File: src/rtl/seq_detect_param_pkg.sv
// Shared constants and helpers for the parametrised sequence detector.
package seq_detect_pkg;

    localparam int unsigned DEF_PAT_W   = 8;
    localparam logic [7:0]  DEF_RST_PAT = 8'b0000_0101;
    localparam int unsigned DEF_RST_LEN = 3;

    // Limit a requested pattern length to the hardware maximum.
    function automatic int unsigned clamp_len(input int unsigned req_len,
                                              input int unsigned max_len);
        return (req_len > max_len) ? max_len : req_len;
    endfunction

endpackage

File: src/rtl/seq_detect_param_if.sv
// Serial input, pattern control and match status bundle of the detector.
interface seq_detect_param_if #(
    parameter int unsigned PAT_W = 8,
    parameter int unsigned LEN_W = $clog2(PAT_W + 1),
    parameter int unsigned CNT_W = 8
);
    logic             ena;
    logic             input_bit;
    logic             overlap;
    logic             pat_load;
    logic [PAT_W-1:0] pat_in;
    logic [LEN_W-1:0] pat_len;
    logic             cnt_clr;
    logic             output_indicator;
    logic [LEN_W-1:0] present_state;
    logic [CNT_W-1:0] match_count;

    modport master (
        output ena, input_bit, overlap, pat_load, pat_in, pat_len, cnt_clr,
        input  output_indicator, present_state, match_count
    );

    modport slave (
        input  ena, input_bit, overlap, pat_load, pat_in, pat_len, cnt_clr,
        output output_indicator, present_state, match_count
    );
endinterface

File: src/rtl/seq_detect_param_match_cnt.sv
// Saturating match counter; clear coinciding with a match restarts at one.
module seq_match_cnt #(
    parameter int unsigned CNT_W = 8
) (
    input  logic             clk,
    input  logic             rst,
    input  logic             inc,
    input  logic             clr,
    output logic [CNT_W-1:0] count
);

    // Count matches, holding at all-ones.
    always_ff @(posedge clk or posedge rst) begin
        if (rst) begin
            count <= '0;
        end else if (clr) begin
            count <= inc ? CNT_W'(1) : '0;
        end else if (inc && (count != '1)) begin
            count <= count + CNT_W'(1);
        end
    end

endmodule

File: src/rtl/seq_detect_param.sv
// Run-time loadable serial pattern detector with overlap control.
// Optional match counter compiled in when SEQ_DETECT_COUNT_EN is defined.
module seq_detect_param
    import seq_detect_pkg::*;
#(
    parameter int unsigned      PAT_W   = DEF_PAT_W,
    parameter int unsigned      LEN_W   = $clog2(PAT_W + 1),
    parameter int unsigned      CNT_W   = 8,
    parameter logic [PAT_W-1:0] RST_PAT = PAT_W'(DEF_RST_PAT),
    parameter int unsigned      RST_LEN = DEF_RST_LEN
) (
    input  logic              clk,
    input  logic              rst,
    seq_detect_param_if.slave bus
);

    logic [PAT_W-1:0] hist_q, hist_d;
    logic [PAT_W-1:0] pat_q,  pat_d;
    logic [LEN_W-1:0] len_q,  len_d;
    logic [LEN_W-1:0] fill_q, fill_d;
    logic             oi_q,   oi_d;
    logic [PAT_W-1:0] shift_c;
    logic [PAT_W-1:0] mask_c;
    logic [LEN_W-1:0] fill_inc_c;
    logic             match_c;
    logic             unused_hist_msb;

    assign shift_c         = {hist_q[PAT_W-2:0], bus.input_bit};
    assign fill_inc_c      = (fill_q >= len_q) ? len_q : fill_q + LEN_W'(1);
    assign unused_hist_msb = hist_q[PAT_W-1];

    // Select the low len bits for the pattern compare.
    always_comb begin
        mask_c = '0;
        for (int i = 0; i < int'(PAT_W); i++) begin
            mask_c[i] = (i < int'(len_q));
        end
    end

    // Next-state: load wins over sampling; a match resets fill unless overlapping.
    always_comb begin
        hist_d  = hist_q;
        pat_d   = pat_q;
        len_d   = len_q;
        fill_d  = fill_q;
        oi_d    = 1'b0;
        match_c = 1'b0;
        if (bus.pat_load) begin
            pat_d  = bus.pat_in;
            len_d  = LEN_W'(clamp_len(32'(bus.pat_len), PAT_W));
            hist_d = '0;
            fill_d = '0;
        end else if (bus.ena) begin
            hist_d  = shift_c;
            fill_d  = fill_inc_c;
            match_c = (len_q != '0) && (fill_inc_c == len_q) &&
                      (((shift_c ^ pat_q) & mask_c) == '0);
            if (match_c) begin
                oi_d   = 1'b1;
                fill_d = bus.overlap ? len_q : '0;
            end
        end
    end

    // State register.
    always_ff @(posedge clk or posedge rst) begin
        if (rst) begin
            hist_q <= '0;
            pat_q  <= RST_PAT;
            len_q  <= LEN_W'(RST_LEN);
            fill_q <= '0;
            oi_q   <= 1'b0;
        end else begin
            hist_q <= hist_d;
            pat_q  <= pat_d;
            len_q  <= len_d;
            fill_q <= fill_d;
            oi_q   <= oi_d;
        end
    end

    assign bus.output_indicator = oi_q;
    assign bus.present_state    = fill_q;

`ifdef SEQ_DETECT_COUNT_EN
    logic [CNT_W-1:0] count_q;

    seq_match_cnt #(.CNT_W(CNT_W)) u_cnt (
        .clk   (clk),
        .rst   (rst),
        .inc   (match_c),
        .clr   (bus.cnt_clr),
        .count (count_q)
    );

    assign bus.match_count = count_q;
`else
    logic unused_cnt_clr;

    assign unused_cnt_clr  = bus.cnt_clr;
    assign bus.match_count = '0;
`endif

endmodule

File: src/flat_wrapper.sv
// flat-port wrapper written by rule: the top's interface ports become plain ports
module seq_detect_param_flat import seq_detect_pkg::*;
#(
    parameter int unsigned      PAT_W   = DEF_PAT_W,
    parameter int unsigned      LEN_W   = $clog2(PAT_W + 1),
    parameter int unsigned      CNT_W   = 8,
    parameter logic [PAT_W-1:0] RST_PAT = PAT_W'(DEF_RST_PAT),
    parameter int unsigned      RST_LEN = DEF_RST_LEN
)
  (clk, rst, bus_ena, bus_input_bit, bus_overlap, bus_pat_load, bus_pat_in, bus_pat_len, bus_cnt_clr, bus_output_indicator, bus_present_state, bus_match_count);
  seq_detect_param_if #(.PAT_W(PAT_W), .LEN_W(LEN_W), .CNT_W(CNT_W)) bus_i ();
  input  logic clk;
  input  logic rst;
  input wire logic [$bits(bus_i.ena)-1:0] bus_ena;
  input wire logic [$bits(bus_i.input_bit)-1:0] bus_input_bit;
  input wire logic [$bits(bus_i.overlap)-1:0] bus_overlap;
  input wire logic [$bits(bus_i.pat_load)-1:0] bus_pat_load;
  input wire logic [$bits(bus_i.pat_in)-1:0] bus_pat_in;
  input wire logic [$bits(bus_i.pat_len)-1:0] bus_pat_len;
  input wire logic [$bits(bus_i.cnt_clr)-1:0] bus_cnt_clr;
  output wire logic [$bits(bus_i.output_indicator)-1:0] bus_output_indicator;
  output wire logic [$bits(bus_i.present_state)-1:0] bus_present_state;
  output wire logic [$bits(bus_i.match_count)-1:0] bus_match_count;
  assign bus_i.ena = bus_ena;
  assign bus_i.input_bit = bus_input_bit;
  assign bus_i.overlap = bus_overlap;
  assign bus_i.pat_load = bus_pat_load;
  assign bus_i.pat_in = bus_pat_in;
  assign bus_i.pat_len = bus_pat_len;
  assign bus_i.cnt_clr = bus_cnt_clr;
  assign bus_output_indicator = bus_i.output_indicator;
  assign bus_present_state = bus_i.present_state;
  assign bus_match_count = bus_i.match_count;
  seq_detect_param #(.PAT_W(PAT_W), .LEN_W(LEN_W), .CNT_W(CNT_W), .RST_PAT(RST_PAT), .RST_LEN(RST_LEN)) u_core (.clk(clk), .rst(rst), .bus(bus_i));
endmodule
File: config.mk
export PLATFORM = sky130hd
export DESIGN_NAME = seq_detect_param_flat
export DESIGN_NICKNAME = d
export VERILOG_FILES = /design/src/rtl/seq_detect_param_pkg.sv /design/src/rtl/seq_detect_param_if.sv /design/src/rtl/seq_detect_param_match_cnt.sv /design/src/rtl/seq_detect_param.sv /design/src/flat_wrapper.sv
export SDC_FILE = /design/constraint.sdc
export NUM_CORES = 1
export LEC_CHECK = 0
export CAP_MARGIN = 10
export CORE_MARGIN = 10
export CORE_UTILIZATION = 45
export CTS_BUF_LIST = sky130_fd_sc_hd__clkbuf_16
export CTS_CLUSTER_SIZE = 28
export DETAILED_ROUTE_END_ITERATION = 8
export GPL_ROUTABILITY_DRIVEN = 0
export PLACE_DENSITY = 0.72
export SLEW_MARGIN = 20
export SYNTH_ARGS = -nofsm -noshare
export SYNTH_HDL_FRONTEND = slang
export SYNTH_SLANG_ARGS = --single-unit
File: constraint.sdc
create_clock -name clk -period 3.2 [get_ports clk]
set_clock_uncertainty 0.1 [all_clocks]
set_input_delay 0.8 -clock clk [delete_from_list [all_inputs] [get_ports clk]]
set_output_delay 0.8 -clock clk [all_outputs]
set_load 0.02 [all_outputs]
# == Word-level counts from Yosys, hierarchy flattened ==
# Index checks and enable logic that the tools add are counted.
# totals
reg_bits,24
in_bits,19
wordCells,35
# op_classes
addsub,1
magnitude_cmp,10
n_eq_ne,1
mux,11
n_bitwise,2
n_reduce_logical,5
# ops
operator,count
$mux 4,6
$lt 3x4->1 const A,4
$mux 7,2
$and 8x8->8,1
$logic_not 8->1,1
$lt 1x4->1 const A,2
$lt 2x4->1 const A,2
$xor 8x8->8,1
$add 4x1->4 const B,1
$eq 4x4->1,1
$ge 4x4->1,1
$gt 4x4->1 const B,1
$reduce_bool 4->1,1
$mux 1,3
$logic_and 1x1->1,2
$reduce_bool 2->1,1

# == Depth between registers and ports, before layout ==
# depth
ltp_word,8
mapped_depth,9
depth_no_buf,8

# == Worst setup path before layout ==
# Ideal clock, no wire load.
# synth_timing
path_kind,register to register
from,reg u_core.len_q[1]
to,reg u_core.fill_q[1] (netlist: u_core.bus.present_state[1])
setup_time_ns,0.083
arrival_time_ns,2.170
t_required_ns,3.017
path_slack_ns,0.848
stages_incl_launch_ff,8
path_buffers,1
path_cell_list,dfstp_2 buf_6 or4b_4 a2111oi_4 a22oi_2 a211oi_2 mux2_2 o21ai_0
# synth_between
elab_chain_len,8
elab_cells_between_ends,20
cone_classes,order compare: 9; eq/ne: 1; mux: 5; bitwise: 1; reduce/logical: 4
# synth_rtl
element,line,source
start: declaration,seq_detect_param.sv:19,"logic [LEN_W-1:0] len_q, len_d;"
start signal: assignment,seq_detect_param.sv:70,len_q <= LEN_W'(RST_LEN);
start signal: assignment,seq_detect_param.sv:76,len_q <= len_d;
$ge 4x4->1,seq_detect_param.sv:29,assign fill_inc_c = (fill_q >= len_q) ? len_q : fill_q + LEN_W'(1);
$mux 4,seq_detect_param.sv:29,
$eq 4x4->1,seq_detect_param.sv:56,match_c = (len_q != '0) && (fill_inc_c == len_q) &&
$logic_and 1x1->1 (2 in series),seq_detect_param.sv:56,
$mux 4 (*),seq_detect_param.sv:58,if (match_c) begin
$mux 4 (*),seq_detect_param.sv:53,end else if (bus.ena) begin
$mux 4 (*),seq_detect_param.sv:48,if (bus.pat_load) begin
end signal: assignment,seq_detect_param.sv:77,fill_q <= fill_d;
end: declaration,seq_detect_param.sv:20,"logic [LEN_W-1:0] fill_q, fill_d;"
# Every way passes the cells marked *; elsewhere a longest branch is shown, timed or not. The select of a mux whose other input is x is not followed.
# A chain may end at the register's enable or synchronous reset.

# == Final worst setup path ==
# layout_timing
from,reg u_core.len_q[3]
to,reg u_core.fill_q[3] (netlist: u_core.bus.present_state[3])
# The elaborated chain is that of the path after synthesis.

==> impl_metrics.ini <==
[outcome]
status = finished clean

[detailed_routing]
drt-pass1-iter-count = 4
routed_wl_um = 3010
vias = 1056
drt-initial-drc-count = 82
wl_per_cell_um = 14.5
ant_nets = 0
viasPerCell = 5.08
drcViolationCount = 0

[synthesis]
yosysTopAreaCellShare_pct = 33.5
yosysWarnings = 0
netlist_area_mm2 = 0.00149
synth_seq_area_share_pct = 40.6
synth_enable_flop_cells = 0
synth_area_per_cell_um2 = 10.4
syn_inst = 144
synth_top_flop_cell = dfrtp_1
synth-seq-cells = 24
synthArstFlopShare_pct = 100
ys_top_cells_by_area = dfrtp_1 34%, mux2_2 8.3%, dfstp_2 7.0%, mux2i_1 6.7%, xnor2_1 5.3%
ys_types = 37
yosysTopAreaCell = dfrtp_1

[clocking]
cts_setup_buffers = 0
ctsHoldBuffers = 0
h-tree-depth = 1
clkTransAtPathRegs_ns = 0.06
root_buffer = clkbuf_16
clockBufferDepth = 2
clock-sinks = 24
insertion_delay_ns = 0.26
cts_resized = 0
cts_buffers = 3
cts_tree = built

[worst_setup_path]
crit_fanout = 9
required_ns = 3.27
cp.arrival_ns = 2.66
rr_endpoint = u_core.bus.present_state[3]
crit_type = flip-flop to flip-flop
worst_setup_path_end_kind = flip-flop
cp-start-kind = flip-flop
reg2reg_slack_ns = 0.61
reg2reg_from = u_core.len_q[3]
reg2regPathDepth = 6

[power]
p_total_mw = 0.980
pwr-share-comb_pct = 26.4
p_int_mw = 0.714
p_clk_share_pct = 36.1
switching_share_pct = 27.2
powerDensity_mw_per_mm2 = 539
p_seq_share_pct = 37.4
peakVddDrop_uv = 266
p_leak_nw = 0.779
p_sw_mw = 0.266

[sta]
finalCritPeriodShare_pct = 80.9
tns_ns = 0
hold_violations = 0
relSlewSlack_pct = 40.7
setup_viol = 0
worstMarginPinSlew_ns = 0.888
min_period_ns = 2.59
fmax_ghz = 0.386
rsz0062_at_grt = false
slew_viol_final = 0

[global_routing]
track_usage_pct = 10.4
grt_pass1_wl_um = 5270
antenna_found_initial = 0
gr-total-overflow = 0
grt_max_degree = 26
first_global_vias = 1156

[final_layout]
n_fill_cell = 276
layout-drive-gt1-share_pct = 15.9
fin_util_pct = 58.6
finalNetCount = 189
syn2layout_area_growth_pct = 21.9
n_antenna_cell = 0

[hold_path]
hp-class = flip-flop to flip-flop
min_to = u_core.pat_q[7]
min_path_cells = 1
holdCritStartpoint = u_core.pat_q[7]

[floorplan]
ios = 32
dieArea_mm2 = 0.00602
dieWidth_um = 77.6
core_area_mm2 = 0.00310
die_h_um = 77.6
start_util_pct = 48.1
rows = 20

[placed_design]
port_buffers = 22
dp_hpwl_um = 2340

[run]
maxCapViolations = 0
-- cells in the final DEF, fill, tap and decap left out, types with 5 or more instances in the layout --
master            n
nand2_1          12
mux2_2           11
inv_1             6
dfrtp_1          20
nor2_1            9
a21oi_1           5
ha_1              5
o21ai_0           6
xor2_1            6
conb_1            8
xnor2_1           9
clkdlybuf4s50_1  22
mux2i_1          10
-- worst max path at each step --
stage | from | slack [ns] | endpoint | cells past startpoint
floorplan | u_core.len_q[1] | 0.85 | u_core.bus.present_state[1] | 7
global placement | bus_input_bit | 0.50 | u_core.bus.present_state[3] | 6
detailed placement | bus_input_bit | 0.43 | u_core.bus.present_state[3] | 6
CTS | u_core.len_q[3] | 0.62 | u_core.bus.present_state[3] | 6
global route | u_core.len_q[3] | 0.52 | u_core.bus.present_state[3] | 6
finish | u_core.len_q[3] | 0.61 | u_core.bus.present_state[3] | 6
-- state kept, by name (all words and copies together) (netlist names) --
| name | flops |
|---|---|
| u_core.hist_q | 7 |
| u_core.bus.present_state | 4 |
| u_core.bus.output_indicator | 1 |
| u_core.pat_q | 8 |
| u_core.len_q | 4 |
-- critical path, stage by stage, from the launching register on --
cell and delay, ns:
dfrtp_1 0.49, or4b_4 0.53, a2111oi_4 0.34, a22oi_2 0.12
a211oi_2 0.38, mux2_2 0.38, o21ai_0 0.16
-- power groups by stage --
stage	Clock, mW	Sequential [mW]	Combinational, mW
after global placement	0	0.371	0.251
after floorplan	0	0.370	0.196
after CTS	0.363	0.367	0.262
final	0.354	0.367	0.259
after detailed placement	0	0.372	0.260
after global routing	0.374	0.372	0.286
-- layer usage --
metal  GRT usage [%]  vias up  share of wire, %
li1                -      523                 -
met1            12.7      498                45
met2            16.3       33                47
met3            3.92        2               7.1
met4            3.65        0              0.40
met5               0        -                 0
-- kinds of logic after synthesis --
| kind of cell | share of synthesized area [%] |
|---|---|
| simple gates | 12.0 |
| flops | 40.6 |
| compound gates | 11.3 |
| mux | 15.0 |
| buf+inv | 7.88 |
| xor+xnor | 8.80 |
| fa+ha+maj | 4.19 |
| other cells | 0.251 |
-- synth_stat cells, types with 2 or more instances --
library cell and count:
clkbuf_1 4, xnor2_1 9, dfrtp_1 20, xor2_1 6, mux2_2 11, dfstp_2 4, buf_4 8, nand2_1 12
nand2b_1 2, a21oi_1 5, nor2_1 9, inv_1 6, o21ai_0 6, nand4_1 3, ha_1 5, nor2b_1 3
nand3_1 2, mux2i_1 10
-- metrics by stage --
step	setup slack, ns	instance area [µm²]	instances	hold WS, ns
2_1_floorplan	0.848	1520	151	0.401
6_report	0.610	1820	208	0.431
3_5_place_dp	0.430	1710	204	0.420
5_1_grt	0.524	1820	208	0.458
4_1_cts	0.622	1820	208	0.434
3_3_place_gp	0.498	1710	204	0.412
-- cell type report --
class	count	area, µm²	area share (%)
clock buffer	3	75.1	4.13
timing repair buffer	24	235	12.9
inverter	6	22.5	1.24
multi-input combinational	106	796	43.7
tap	44	55.1	3.03
sequential	24	606	33.3
clock inverter	1	30.0	1.65
Power figures use the tool's default switching activity.
